## src/rtl/gpr_file_bypass.sv

```systemverilog
// Register file with byte-masked writes, same-cycle write-to-read bypass and pending-write scoreboard.
// Reads are combinational (0 cycles); writes/busy sets commit on the rising edge; never back-pressures.
module gpr_file_bypass #(
  parameter  int DATA_W = 32,
  parameter  int NREG   = 32,
  localparam int ADDR_W = $clog2(NREG),
  localparam int NB     = DATA_W / 8
) (
  input  logic              Clk,
  input  logic              Rst_n,
  input  logic [ADDR_W-1:0] Rs_addr,
  input  logic [ADDR_W-1:0] Rt_addr,
  output logic [DATA_W-1:0] Rs_out,
  output logic [DATA_W-1:0] Rt_out,
  output logic              Rs_busy,
  output logic              Rt_busy,
  input  logic [ADDR_W-1:0] Rd_addr,
  input  logic [NB-1:0]     Rd_write_byte_en,
  input  logic [DATA_W-1:0] Rd_in,
  input  logic              Rd_clr_busy,
  input  logic              Busy_set_en,
  input  logic [ADDR_W-1:0] Busy_set_addr,
  output logic [ADDR_W:0]   Busy_count
);

  logic [DATA_W-1:0] regs [NREG];
  logic [NREG-1:0]   busy;
  logic [NREG-1:0]   busy_nxt;
  logic              set_new;
  logic              clr_real;

  // Register 0 is never written, so it stays at its reset value of zero.
  always_ff @(posedge Clk or negedge Rst_n) begin
    if (!Rst_n) begin
      for (int r = 0; r < NREG; r++) regs[r] <= '0;
    end else if (Rd_addr != '0) begin
      for (int i = 0; i < NB; i++)
        if (Rd_write_byte_en[i]) regs[Rd_addr][8*i +: 8] <= Rd_in[8*i +: 8];
    end
  end

  function automatic logic [DATA_W-1:0] bypass_read(input logic [ADDR_W-1:0] addr);
    logic [DATA_W-1:0] d;
    d = '0;
    if (addr != '0) begin
      d = regs[addr];
      for (int i = 0; i < NB; i++)
        if (addr == Rd_addr && Rd_write_byte_en[i]) d[8*i +: 8] = Rd_in[8*i +: 8];
    end
    return d;
  endfunction

  always_comb begin
    Rs_out = bypass_read(Rs_addr);
    Rt_out = bypass_read(Rt_addr);
  end

  // Clear is bypassed onto the busy outputs; a same-cycle set only shows after the edge.
  assign Rs_busy = (Rs_addr != '0) && busy[Rs_addr] && !(Rd_clr_busy && Rd_addr == Rs_addr);
  assign Rt_busy = (Rt_addr != '0) && busy[Rt_addr] && !(Rd_clr_busy && Rd_addr == Rt_addr);

  always_comb begin
    busy_nxt = busy;
    if (Rd_clr_busy) busy_nxt[Rd_addr]       = 1'b0;
    if (Busy_set_en) busy_nxt[Busy_set_addr] = 1'b1;
    busy_nxt[0] = 1'b0;
  end

  // Count deltas only track real 0->1 and 1->0 transitions; set beats clear on the same register.
  assign set_new  = Busy_set_en && (Busy_set_addr != '0) && !busy[Busy_set_addr];
  assign clr_real = Rd_clr_busy && (Rd_addr != '0) && busy[Rd_addr]
                    && !(Busy_set_en && Busy_set_addr == Rd_addr);

  always_ff @(posedge Clk or negedge Rst_n) begin
    if (!Rst_n) begin
      busy       <= '0;
      Busy_count <= '0;
    end else begin
      busy       <= busy_nxt;
      Busy_count <= Busy_count + {{ADDR_W{1'b0}}, set_new} - {{ADDR_W{1'b0}}, clr_real};
    end
  end

endmodule
```

## config.mk

```make
export PLATFORM = sky130hd
export DESIGN_NAME = gpr_file_bypass
export DESIGN_NICKNAME = d
export VERILOG_FILES = /design/src/rtl/gpr_file_bypass.sv
export SDC_FILE = /design/constraint.sdc
export NUM_CORES = 2
export LEC_CHECK = 0
export CORE_MARGIN = 2
export CORE_UTILIZATION = 59
export DETAILED_ROUTE_END_ITERATION = 16
export PLACE_DENSITY_LB_ADDON = 0.25
export SYNTH_ARGS = -nofsm -noshare
export SYNTH_HDL_FRONTEND = slang
export SYNTH_SLANG_ARGS = --single-unit
```

## constraint.sdc

```tcl
create_clock -name Clk -period 3.5 [get_ports Clk]
set_input_delay 0.35 -clock Clk [delete_from_list [all_inputs] [get_ports Clk]]
set_output_delay 0.35 -clock Clk [all_outputs]
set_load 0.02 [all_outputs]
```

# Word level (Yosys, flattened, before mapping)
# Cells that the tools add are included.
[word_totals]
wordCells = 137
romBits = 0
mem_bits_rw = 0
memories = 0
latchBits = 0
inputBits = 60
out_inout_bits = 72
register_bits = 1061
[classes]
n_eq_ne = 5
n_shift = 0
bitwise_logic = 6
mul = 0
n_lt_le_gt_ge = 10
reduce_logical = 31
muxes = 49
n_addsub = 2
div_mod_pow = 0
[ops]
columns = ["operator", "n"]
rows = [
  ["$mux 1024", 7],
  ["$bwmux 1024", 4],
  ["$demux 32 s5", 4],
  ["$bmux 32 s5", 2],
  ["$mux 32", 9],
  ["$mux 8", 9],
  ["$and 32x32->32", 1],
  ["$not 32->32", 1],
  ["$or 32x32->32", 1],
  ["$eq 5x5->1", 5],
  ["$lt 5x6->1 const B", 4],
  ["$mux 24", 1],
  ["$logic_and 1x1->1", 23],
  ["$bmux 1 s5", 4],
  ["$reduce_bool 5->1", 4],
  ["$ge 6x6->1 const B", 3],
  ["$not 5->6", 3],
  ["$mux 16", 1],
  ["$demux 1 s5", 2],
  ["$ge 5x1->1 const B", 2],
  ["$add 6x1->6", 1],
  ["$lt 6x1->1 const B", 1],
  ["$mux 1", 6],
  ["$sub 6x1->6", 1],
  ["$logic_not 1->1", 4],
]

# Logic depth before layout (Yosys ltp)
[depth]
ltp_word = 16
ltp_mapped = 16
ltp_nobuf = 14

# Least setup slack after synthesis
# OpenSTA, ideal clock, no wires.
[synth_path]
path_kind = "in2reg"
start = "in Busy_set_addr[0]"
end = "reg Busy_count[4]"
setup_time_ns = 0.123
cell_stages = 15
n_path_buf = 1
arrival_time_ns = 3.069
setup_slack_ns = 0.308
required_time_ns = 3.377
path_cell_list = "clkbuf_1 mux4_2 nor2b_1 a31oi_1 and3_1 o2111ai_1 ha_1 inv_1 ha_1 inv_1 fa_1 inv_1 a21o_1 a21oi_1 xnor2_1"
[synth_between]
elab_chain_cells = 6
word_cells_on_any_way = 12
classes_between = "add/sub (2); eq/ne (1); mux (2); reduce/logical (7)"
[synth_rtl]
columns = ["element", "line", "text"]
rows = [
  ["start: declaration", "22", "input logic [ADDR_W-1:0] Busy_set_addr,"],
  ["$bmux 1 s5", "70", "assign set_new = Busy_set_en && (Busy_set_addr != '0) && !busy[Busy_set_addr];"],
  ["$mux 1 (implied by the code)", "70", ""],
  ["$logic_not 1->1", "70", ""],
  ["$logic_and 1x1->1", "70", ""],
  ["$add 6x1->6", "80", "Busy_count <= Busy_count + {{ADDR_W{1'b0}}, set_new} - {{ADDR_W{1'b0}}, clr_real};"],
  ["$sub 6x1->6 (*)", "80", ""],
  ["end signal: assignment", "80", ""],
  ["end: declaration", "23", "output logic [ADDR_W:0] Busy_count"],
]
# Every way passes the cells marked *; elsewhere a longest branch is shown, timed or not. The select of a mux whose other input is x is not followed.
# A chain may end at the register's enable or synchronous reset.

# Worst setup path in the final report
[layout_path]
start = "in Rs_addr[3]"
end = "out Rs_out[26]"
[layout_between]
elab_chain_cells = 6
word_cells_on_any_way = 9
classes_between = "eq/ne (1); mux (5); bitwise (1); reduce/logical (2)"
[layout_rtl]
columns = ["element", "line", "text"]
rows = [
  ["start: declaration", "11", "input logic [ADDR_W-1:0] Rs_addr,"],
  ["$not 5->6 (implied by the code)", "46", "d = regs[addr];"],
  ["$bmux 32 s5", "46", ""],
  ["$mux 32 (implied by the code) (2 in a row)", "46", ""],
  ["$mux 8", "48", "if (addr == Rd_addr && Rd_write_byte_en[i]) d[8*i +: 8] = Rd_in[8*i +: 8];"],
  ["$mux 32 (*)", "45", "if (addr != '0) begin"],
  ["end: declaration", "13", "output logic [DATA_W-1:0] Rs_out,"],
]
# Marks and branches as above.

==> results.md <==
* Status: finished with violations
* Violated checks: negative setup slack
* Internal at 26.9 mW
* Fmax achieved at 285 MHz
* Seq cells post-synth at 1,061
* Worst-Margin Slew at 1.01 ns
* Vias per inst at 7.20
* Initial DRC count at 4,412
* DRT Pass-1 Iters at 7
* Min cycle time layout at 3.51 ns
* Die W at 316 µm
* GRT Total Usage at 0.357
* Syn Area/Cell at 15.2 µm²
* Logic pwr share at 0.222
* Vias in the first global route at 39,900
* WL final at 175 mm
* Netlist Area Pre-Place at 0.0573 mm²
* Total leakage power at 29.5 nW
* Max VDD drop at 0.000390 V
* CTS max path bufs at 3
* Critical Path AT at 3.16 ns
* Layout cells sized above 1 at 0.498
* Max FO, Critical Path at 20
* I/O Buffers at 131
* YS warnings at 0
* GRT overflow at 0
* Clk slew on worst S/H paths at 0.05 ns
* HP Class: input pin to async pin
* Clk_skew at 0.0128 ns
* CP required at 3.15 ns
* Placer congestion estimate at 0.941
* Synthesized Nets at 3,826
* Die area at 0.0996 mm²
* Clock power share at 0.335
* Crit end category: output port
* MaxCap Viol Count at 0
* Initial antenna violation count at 7
* Filler instances at 6,578
* Nets at 4,082
* WL per Instance at 32.5 µm
* ANT nets after route at 0
* Design area at 0.0665 mm²
* Final Hold Fails at 0
* First-pass GRT wire length at 261 mm
* Clock sinks at 1,061
* Top-area cell type share of the netlist area at 0.464
* Sequential share of the synthesized area at 0.464
* Largest net degree at the start of global routing at 111
* Setup crit start kind: input pin
* Final setup vio count at 1
* Hpwl dp at 119 mm
* CTS H-tree depth at 3
* Area leader, netlist: dfrtp_1
* Setup TNS at -0.00843 ns
* I/O Pins at 132
* Die height at 316 µm
* Latest clock arrival within the worst-skew pair at 0.71 ns
* Placeable core area at 0.0964 mm²
* Worst setup margin at -0.00843 ns
* Vias at 38,700
* Initial Utilization at 0.594
* Core Rows at 114
* Post-CTS Setup Bufs at 0
* DRC at 0
* Pins Over Slew Limit at 0
* Setup Crit Path Kind: input pin to output port
* Net Sw Frac at 0.278
* Area growth syn-to-layout at 16.0%
* Non-Filler Instances at 5,381
* Top cells by area, synth: dfrtp_1 (46%), mux4_2 (21%), mux2_2 (15%)
* Mapped Cells at 3,759
* Final period util at 1.00
* Placed Instances at 5,177
* Dpl cell area at 0.0625 mm²
* Clock buffers created by TritonCTS at 111
* Net Sw Power at 10.3 mW
* Sequential share of power at 0.443
* Yosys cell types at 55
* CTS tree: built
* PwrDens at 560 mW/mm²
* RSZ-0062 raised after global routing: yes
* CTS root buf: clkbuf_16
* Max-slew headroom at 0.326
## area by class of cell
class | count | area [µm²] | share of cell area
Multi-Input combinational cell | 2334 | 29200 | 0.439
Clock buffer | 157 | 3320 | 0.0500
Antenna cell | 3 | 7.51 | 0.000113
Clock inverter | 43 | 534 | 0.00804
Sequential cell | 1061 | 26600 | 0.400
Timing Repair Buffer | 494 | 5210 | 0.0784
Inverter | 13 | 48.8 | 0.000734
Tap cell | 1276 | 1600 | 0.0240
## path summary, 6_finish.rpt
check                                endpoint  slack (ns)  cells after the start        from
worst min-delay path                regs[293]        0.26                      2       Rst_n
max in group asynchronous           regs[252]        1.99                      3       Rst_n
worst max register to register  Busy_count[4]        0.49                     14    busy[14]
min in group Clk                   regs[1005]        0.40                      0  regs[1005]
worst max-delay path               Rs_out[26]      -0.008                     10  Rs_addr[3]
worst min register to register     regs[1005]        0.40                      0  regs[1005]
## synth_stat cells (all sizes together)
| library cell | count |
|---|---|
| nand2 | 207 |
| o2bb2ai | 16 |
| a21oi | 11 |
| and3 | 6 |
| nor2 | 40 |
| or3 | 5 |
| a31oi | 2 |
| o21ai | 4 |
| buf | 121 |
| nand3 | 13 |
| xor2 | 11 |
| o2111ai | 1 |
| a211o | 1 |
| nand3b | 10 |
| mux2i | 14 |
| nor3 | 4 |
| o311ai | 1 |
| nor4 | 33 |
| xnor2 | 9 |
| dfrtp | 1061 |
| fa | 1 |
| or2 | 3 |
| ha | 6 |
| a311oi | 2 |
| inv | 13 |
| a22oi | 1 |
| or4 | 32 |
| a211oi | 1 |
| or3b | 5 |
| a21o | 2 |
| mux4 | 538 |
| o221ai | 1 |
| clkbuf | 230 |
| o21bai | 1 |
| nand2b | 2 |
| nor2b | 9 |
| a221oi | 2 |
| mux2 | 995 |
| a2111oi | 2 |
| o22ai | 288 |
| and2 | 4 |
| a32oi | 1 |
| nor3b | 2 |
| a22o | 48 |
## layout by cell type, fill, tap and decap left out, types with 29 or more instances in the layout
master and n:
dfrtp_1 1061, mux2_2 771, mux4_2 538, o22ai_1 287
buf_4 274, mux2_1 224, clkbuf_16 112, clkdlybuf4s50_1 104
buf_12 90, nand2_1 88, nand2_4 70, a22o_1 48
clkbuf_8 35, or4_1 32, nand2_2 29, nor4_1 29
## sequential cells by signal (all words and copies together) (netlist names)
signal and cells:
Busy_count 6, busy 31, regs 1024
## power by group through the flow
stage	combinational (mW)	sequential (mW)	clock [mW]
finish	8.28	16.5	12.5
global route	8.78	16.7	13.1
CTS	8.25	16.4	12.5
detailed placement	8.21	16.6	0
global placement	8.01	16.4	0
floorplan	5.85	16.0	0
## through the flow
step / hold WS [ns] / power (mW) / utilization / setup WS, ns
after detailed placement: 0.382 / 24.8 / 0.648 / -0.517
after floorplan: 0.0544 / 21.8 / - / 0.308
final: 0.259 / 37.2 / 0.689 / -0.00843
after global routing: 0.327 / 38.6 / 0.689 / -0.0288
after global placement: 0.377 / 24.4 / 0.648 / -0.587
after CTS: 0.329 / 37.2 / 0.688 / 0.00458
## metal layers
metal	vias to the layer above	global-route usage	wire [µm]
li1	15400	-	-
met1	20700	0.503	67900
met2	2232	0.538	80500
met3	471	0.0833	18100
met4	4	0.159	8580
met5	-	0	20
## worst max-delay path, stage by stage
cell and delay (ns):
clkdlybuf4s50_1 0.52, buf_4 0.22, nand3b_1 0.17, buf_12 0.25, o22ai_1 0.15, buf_4 0.16, nor4_1 0.35, buf_4 0.17
a22o_1 0.17, clkdlybuf4s50_1 0.62
## cell families after synthesis
group	Yosys count	share of synthesized area
AND/OR/NAND/NOR	375	0.0481
buffers and inverters	364	0.0289
XOR/XNOR	20	0.00306
multiplexers	1547	0.410
flip-flops	1061	0.464
adder cells (fa/ha/maj)	7	0.00166
AO/OA/AOI/OAI	385	0.0451
## what timing repair did
action,in CTS,in global routing
gates resized for setup,14,24
hold buffers,1,0
endpoints found under the setup margin,59,44
pin swaps,0,1
gates cloned,0,0
endpoints found under the hold margin,66,0
(Power assumes the default switching activity.)
